### config.mk
export PLATFORM = sky130hd
export DESIGN_NAME = seq_alu
export DESIGN_NICKNAME = d
export VERILOG_FILES = /design/src/rtl/alu_pkg.sv /design/src/rtl/alu_comb_unit.sv /design/src/rtl/seq_alu.sv
export SDC_FILE = /design/constraint.sdc
export NUM_CORES = 1
export LEC_CHECK = 0
export ABC_AREA = 1
export CAP_MARGIN = 20
export CORE_MARGIN = 5
export CORE_UTILIZATION = 52
export CTS_BUF_LIST = sky130_fd_sc_hd__clkbuf_8
export CTS_CLUSTER_SIZE = 8
export DETAILED_ROUTE_END_ITERATION = 10
export HOLD_SLACK_MARGIN = 0.02
export PLACE_DENSITY_LB_ADDON = 0.3
export SLEW_MARGIN = 0
export SYNTH_ARGS = -nofsm -noshare
export SYNTH_HDL_FRONTEND = slang
export SYNTH_SLANG_ARGS = --single-unit
### constraint.sdc
create_clock -name clk -period 9.7 [get_ports clk]
set_input_delay 0.97 -clock clk [delete_from_list [all_inputs] [get_ports clk]]
set_output_delay 0.97 -clock clk [all_outputs]
set_load 0.02 [all_outputs]
### src/rtl/alu_pkg.sv
`default_nettype none
// ============================================================================
//  Module      : alu_pkg
//  Description : Shared opcode constants and FSM state encoding for seq_alu
//                and its combinational decoder.
//  Revision    : 1.0  initial release
// ============================================================================
package alu_pkg;

    // ALUcontrol opcode encoding
    localparam logic [2:0] c_OP_ADD = 3'b000;
    localparam logic [2:0] c_OP_SLL = 3'b001;
    localparam logic [2:0] c_OP_SUB = 3'b010;
    localparam logic [2:0] c_OP_RSV = 3'b011;
    localparam logic [2:0] c_OP_XOR = 3'b100;
    localparam logic [2:0] c_OP_SRL = 3'b101;
    localparam logic [2:0] c_OP_OR  = 3'b110;
    localparam logic [2:0] c_OP_AND = 3'b111;

    // Sequencer states
    typedef enum logic [1:0] {
        IDLE  = 2'd0,
        SHIFT = 2'd1,
        DONE  = 2'd2
    } state_t;

    // True for the two opcodes that run through the iterative shifter
    function automatic logic is_shift_op(input logic [2:0] op);
        return (op == c_OP_SLL) || (op == c_OP_SRL);
    endfunction

endpackage : alu_pkg
`default_nettype wire

### src/rtl/alu_comb_unit.sv
`default_nettype none
// ============================================================================
//  Module      : alu_comb_unit
//  Description : Single-cycle ALU operations (add, sub, xor, or, and,
//                reserved). Shift opcodes produce 0 here; the sequencer
//                owns shifting.
//  Revision    : 1.0  initial release
// ============================================================================
module alu_comb_unit
    import alu_pkg::*;
#(
    parameter int WIDTH = 32
) (
    input  logic [WIDTH-1:0] i_src_a,
    input  logic [WIDTH-1:0] i_src_b,
    input  logic [2:0]       i_op,
    output logic [WIDTH-1:0] o_result
);

    // Opcode decode; add/sub wrap naturally at WIDTH bits
    always_comb begin
        o_result = '0;
        case (i_op)
            c_OP_ADD: o_result = i_src_a + i_src_b;
            c_OP_SUB: o_result = i_src_a - i_src_b;
            c_OP_XOR: o_result = i_src_a ^ i_src_b;
            c_OP_OR:  o_result = i_src_a | i_src_b;
            c_OP_AND: o_result = i_src_a & i_src_b;
            default:  o_result = '0;
        endcase
    end

endmodule : alu_comb_unit
`default_nettype wire

### src/rtl/seq_alu.sv
`default_nettype none
// ============================================================================
//  Module      : seq_alu
//  Description : Sequential ALU with valid/ready handshake. Single-cycle ops
//                complete in one edge; shifts iterate one bit per edge.
//  Revision    : 1.0  initial release
// ============================================================================
module seq_alu
    import alu_pkg::*;
#(
    parameter int WIDTH = 32
) (
    input  logic             clk,
    input  logic             rst,
    input  logic [WIDTH-1:0] SrcA,
    input  logic [WIDTH-1:0] SrcB,
    input  logic [2:0]       ALUcontrol,
    input  logic             in_valid,
    output logic             in_ready,
    output logic [WIDTH-1:0] ALUResult,
    output logic             Zero,
    output logic             out_valid,
    input  logic             out_ready
);

    state_t           r_state, w_state_nxt;
    logic [WIDTH-1:0] r_work,  w_work_nxt;
    logic [4:0]       r_cnt,   w_cnt_nxt;
    logic             r_dir,   w_dir_nxt;   // 1 = shift right
    logic             r_zero,  w_zero_nxt;

    logic [WIDTH-1:0] w_comb;
    logic [WIDTH-1:0] w_shifted;
    logic [4:0]       w_k;
    logic             w_is_shift;

    alu_comb_unit #(
        .WIDTH (WIDTH)
    ) u_comb (
        .i_src_a  (SrcA),
        .i_src_b  (SrcB),
        .i_op     (ALUcontrol),
        .o_result (w_comb)
    );

    assign w_k        = SrcB[4:0];
    assign w_is_shift = is_shift_op(ALUcontrol);
    assign w_shifted  = r_dir ? (r_work >> 1) : (r_work << 1);

    // Next-state, datapath and counter control
    always_comb begin
        w_state_nxt = r_state;
        w_work_nxt  = r_work;
        w_cnt_nxt   = r_cnt;
        w_dir_nxt   = r_dir;
        w_zero_nxt  = r_zero;
        case (r_state)
            IDLE: begin
                if (in_valid) begin
                    if (w_is_shift && (w_k != 5'd0)) begin
                        w_work_nxt  = SrcA;
                        w_cnt_nxt   = w_k;
                        w_dir_nxt   = (ALUcontrol == c_OP_SRL);
                        w_state_nxt = SHIFT;
                    end else begin
                        // A zero-length shift is a pass-through of SrcA
                        w_work_nxt  = w_is_shift ? SrcA : w_comb;
                        w_zero_nxt  = ((w_is_shift ? SrcA : w_comb) == '0);
                        w_state_nxt = DONE;
                    end
                end
            end
            SHIFT: begin
                w_work_nxt = w_shifted;
                w_cnt_nxt  = r_cnt - 5'd1;
                if (r_cnt == 5'd1) begin
                    w_zero_nxt  = (w_shifted == '0);
                    w_state_nxt = DONE;
                end
            end
            DONE: begin
                if (out_ready) begin
                    w_state_nxt = IDLE;
                end
            end
            default: begin
                w_state_nxt = IDLE;
            end
        endcase
    end

    // State and datapath registers; reset discards any operation in flight
    always_ff @(posedge clk) begin
        if (rst) begin
            r_state <= IDLE;
            r_work  <= '0;
            r_cnt   <= 5'd0;
            r_dir   <= 1'b0;
            r_zero  <= 1'b1;
        end else begin
            r_state <= w_state_nxt;
            r_work  <= w_work_nxt;
            r_cnt   <= w_cnt_nxt;
            r_dir   <= w_dir_nxt;
            r_zero  <= w_zero_nxt;
        end
    end

    assign in_ready  = (r_state == IDLE);
    assign out_valid = (r_state == DONE);
    assign ALUResult = r_work;
    assign Zero      = r_zero;

endmodule : seq_alu
`default_nettype wire

==> results by group <==
Critical path
  • CP max stage delay: 0.61 ns
  • WP data required: 9.95 ns
  • Worst path bufs/invs: 4
  • Highest-delay cell along the critical path: clkdlybuf4s50_1
  • CP most frequent cell: nand2_1
  • Delay-heaviest family, CP: simple AND/OR/NAND/NOR gates
  • Critical path arrival: 5.47 ns
  • CP endpoint kind: flop
  • Critical setup path kind: in -> reg
  • CP startpoint kind: input port
  • Crit-path max FO: 19

Place
  • # port buffers: 105
  • Placer Congestion: 1.01
  • Hpwl dp: 21500 um

Final layout
  • Antenna diode count: 0
  • Layout cells sized above 1: 0.0214
  • Most common cell after layout, fill and taps aside: nand2_1
  • Fillers: 1490
  • Util after Layout: 0.613
  • Net count, final: 1620
  • Area Overhead vs Synth: 17.4%
  • Most frequent cells in the layout: nand2_1, inv_1, nor2_1, nand3_1, clkdlybuf4s50_1

STA
  • Final Critical Period: 5.22 ns
  • Least-Margin Pin Slew: 0.935 ns
  • F_max: 192 MHz
  • Post-route setup TNS: 0 ns
  • Fin. Hold Viols: 0
  • Max_slew headroom: 0.375
  • Final setup fails: 0
  • RSZ-0062 raised after global routing: false
  • Clock skew: 0.00641 ns
  • Slew Viols, Final: 0
  • Period utilization: 0.538

GRT
  • Initial antenna violation count: 0
  • GRT busiest layer: met2
  • Remaining Overflow, GRT: 0
  • GRT met1 Usage: 0.400
  • Vias in the first global route: 8280
  • GR Util met2: 0.501
  • First-pass GRT wire length: 41400 um
  • Largest net degree at the start of global routing: 45
  • GRT Util Overall: 0.305
  • Grt met3 use: 0.0418

Clocking
  • Clock root cell: clkbuf_8
  • Hold-fix buffers, CTS: 0
  • Setup Buffers After CTS: 0
  • Sink Count: 41
  • H-Tree Depth: 2
  • Clock-pin slew on the worst setup and hold paths: 0.08 ns
  • Clock Latency Late Sink: 0.31 ns
  • CTS tree: done
  • Clock buffer depth: 2
  • TritonCTS buffer count: 5
  • Resized Gates After CTS: 0

Die
  • Die Area: 0.0169 sq mm
  • Initial core utilization: 0.523
  • Die Y: 130 um
  • Core Rows: 44
  • Die W: 130 um
  • Core ar.: 0.0144 sq mm
  • I/O pin total: 106

Power
  • Sequential Power Share: 0.245
  • Comb pwr share: 0.587
  • Switching Share: 0.471
  • Max VDD drop: 0.0000565 V
  • LEAKAGE: 4.66 nW
  • Total power: 0.000822 W
  • Switching power: 0.000387 W
  • Power share of the clock group: 0.168
  • Pint: 0.000434 W
  • Power Density: 93.2 mW/mm^2

Synthesis
  • Yosys warns: 0
  • Syn avg cell area: 5.50 sq um
  • Main combinational cell family by area after synthesis: simple AND/OR/NAND/NOR gates
  • Mapped Nets: 1536
  • Seq/Total Area, Yosys: 0.109
  • Simple-gate share of the synthesized area: 0.418
  • Mapped cell area: 0.00751 sq mm
  • Biggest area consumer among synthesized cells: nand2_1
  • Yosys top cell area share: 0.230
  • Adder-Cell Fraction of Synth Area: 0.168
  • XOR/XNOR share of the synthesized area: 0.0350
  • Yosys cell types: 38
  • Gate Count Post-Synth: 1365
  • #FFs+latches synth: 41
  • Synth Area in Compound Gates: 0.124
  • Top area cells in the synthesized netlist: nand2_1, ha_1, inv_1
  • Mux cell area share after synthesis: 0.00267

Route
  • Routed WL: 26300 um
  • Routed Antenna Nets: 0
  • Via count: 8984
  • DRC violations left: 0
  • DRT iter0 DRCs: 854
  • DRT Pass-1 Iters: 5
  • DR vias/cell: 5.50
  • Wire length per cell after detailed routing: 16.1 um

Flow run
  • Max_cap viols: 0

Hold path
  • Worst hold path class: reg -> reg

Status
  • Status: finished, final reports clean
-- through the flow --
step	setup slack (ns)	hold slack [ns]	std cells	cell area (sq um)
after CTS	4.64	0.493	1633	8810
after global placement	4.41	0.465	1626	8710
final	4.48	0.487	1633	8810
after floorplan	5.79	0.455	1365	7510
after global routing	4.28	0.532	1633	8810
after detailed placement	4.34	0.481	1626	8710
-- path summary, 6_finish.rpt --
path | startpoint | slack [ns] | to | cells after the start
hold reg to reg | r_cnt[4] | 0.49 | r_cnt[4] | 2
setup reg to reg | r_state[0] | 6.92 | Zero | 12
hold / removal | r_cnt[4] | 0.49 | r_cnt[4] | 2
setup / recovery | ALUcontrol[2] | 4.48 | Zero | 25
-- cells by family after synthesis --
kind of cell / Yosys count
xor gates and xnor gates: 30
muxes: 2
AOI/OAI and AO/OA: 151
DFF: 41
adders and majority gates: 100
and+or+nand+nor: 759
buffers and inverters: 282
-- layout make-up --
| type | count | area (sq um) | area share |
|---|---|---|---|
| clock inverter | 2 | 35.0 | 0.00398 |
| multi-input combinational | 1042 | 5620 | 0.638 |
| tap | 184 | 230 | 0.0261 |
| inverter | 246 | 923 | 0.105 |
| sequential | 41 | 821 | 0.0931 |
| clock buffer | 5 | 68.8 | 0.00781 |
| timing repair buffer | 113 | 1110 | 0.126 |
-- flip-flops by register name, indices dropped and copies added (netlist names) --
register / flops
Zero: 1
r_dir: 1
r_state: 2
ALUResult: 32
r_cnt: 5
-- worst min-delay path, cell delays in order, from the launching register on --
cell and delay, ns:
dfxtp_1 0.32, nand2_1 0.06, a31oi_1 0.06
-- per-layer routing --
layer	share of wire	vias up
li1	-	4496
met1	0.42	4037
met2	0.45	379
met3	0.077	72
met5	0	-
met4	0.047	0
-- synth_stat cells, drive strengths merged --
| cell | count |
|---|---|
| a21o | 1 |
| a21oi | 39 |
| a221oi | 23 |
| a2bb2oi | 1 |
| a31oi | 33 |
| a41oi | 1 |
| and2 | 3 |
| buf | 11 |
| clkbuf | 25 |
| clkinv | 1 |
| dfxtp | 41 |
| fa | 1 |
| ha | 99 |
| inv | 245 |
| mux2i | 2 |
| nand2 | 463 |
| nand3 | 107 |
| nand3b | 9 |
| nand4 | 18 |
| nor2 | 136 |
| nor3 | 14 |
| nor4 | 8 |
| o211ai | 2 |
| o21a | 4 |
| o21ai | 42 |
| o21bai | 1 |
| o22ai | 1 |
| o31ai | 2 |
| o41ai | 1 |
| or2 | 1 |
| xor2 | 30 |
-- power groups by stage --
stage / combinational [W] / clock (W) / sequential [W]
finish: 0.000482 / 0.000138 / 0.000201
global route: 0.000536 / 0.000147 / 0.000203
CTS: 0.000475 / 0.000139 / 0.000201
detailed placement: 0.000472 / 0 / 0.000204
global placement: 0.000467 / 0 / 0.000204
floorplan: 0.000291 / 0 / 0.000215
(Power assumes the default switching activity.)
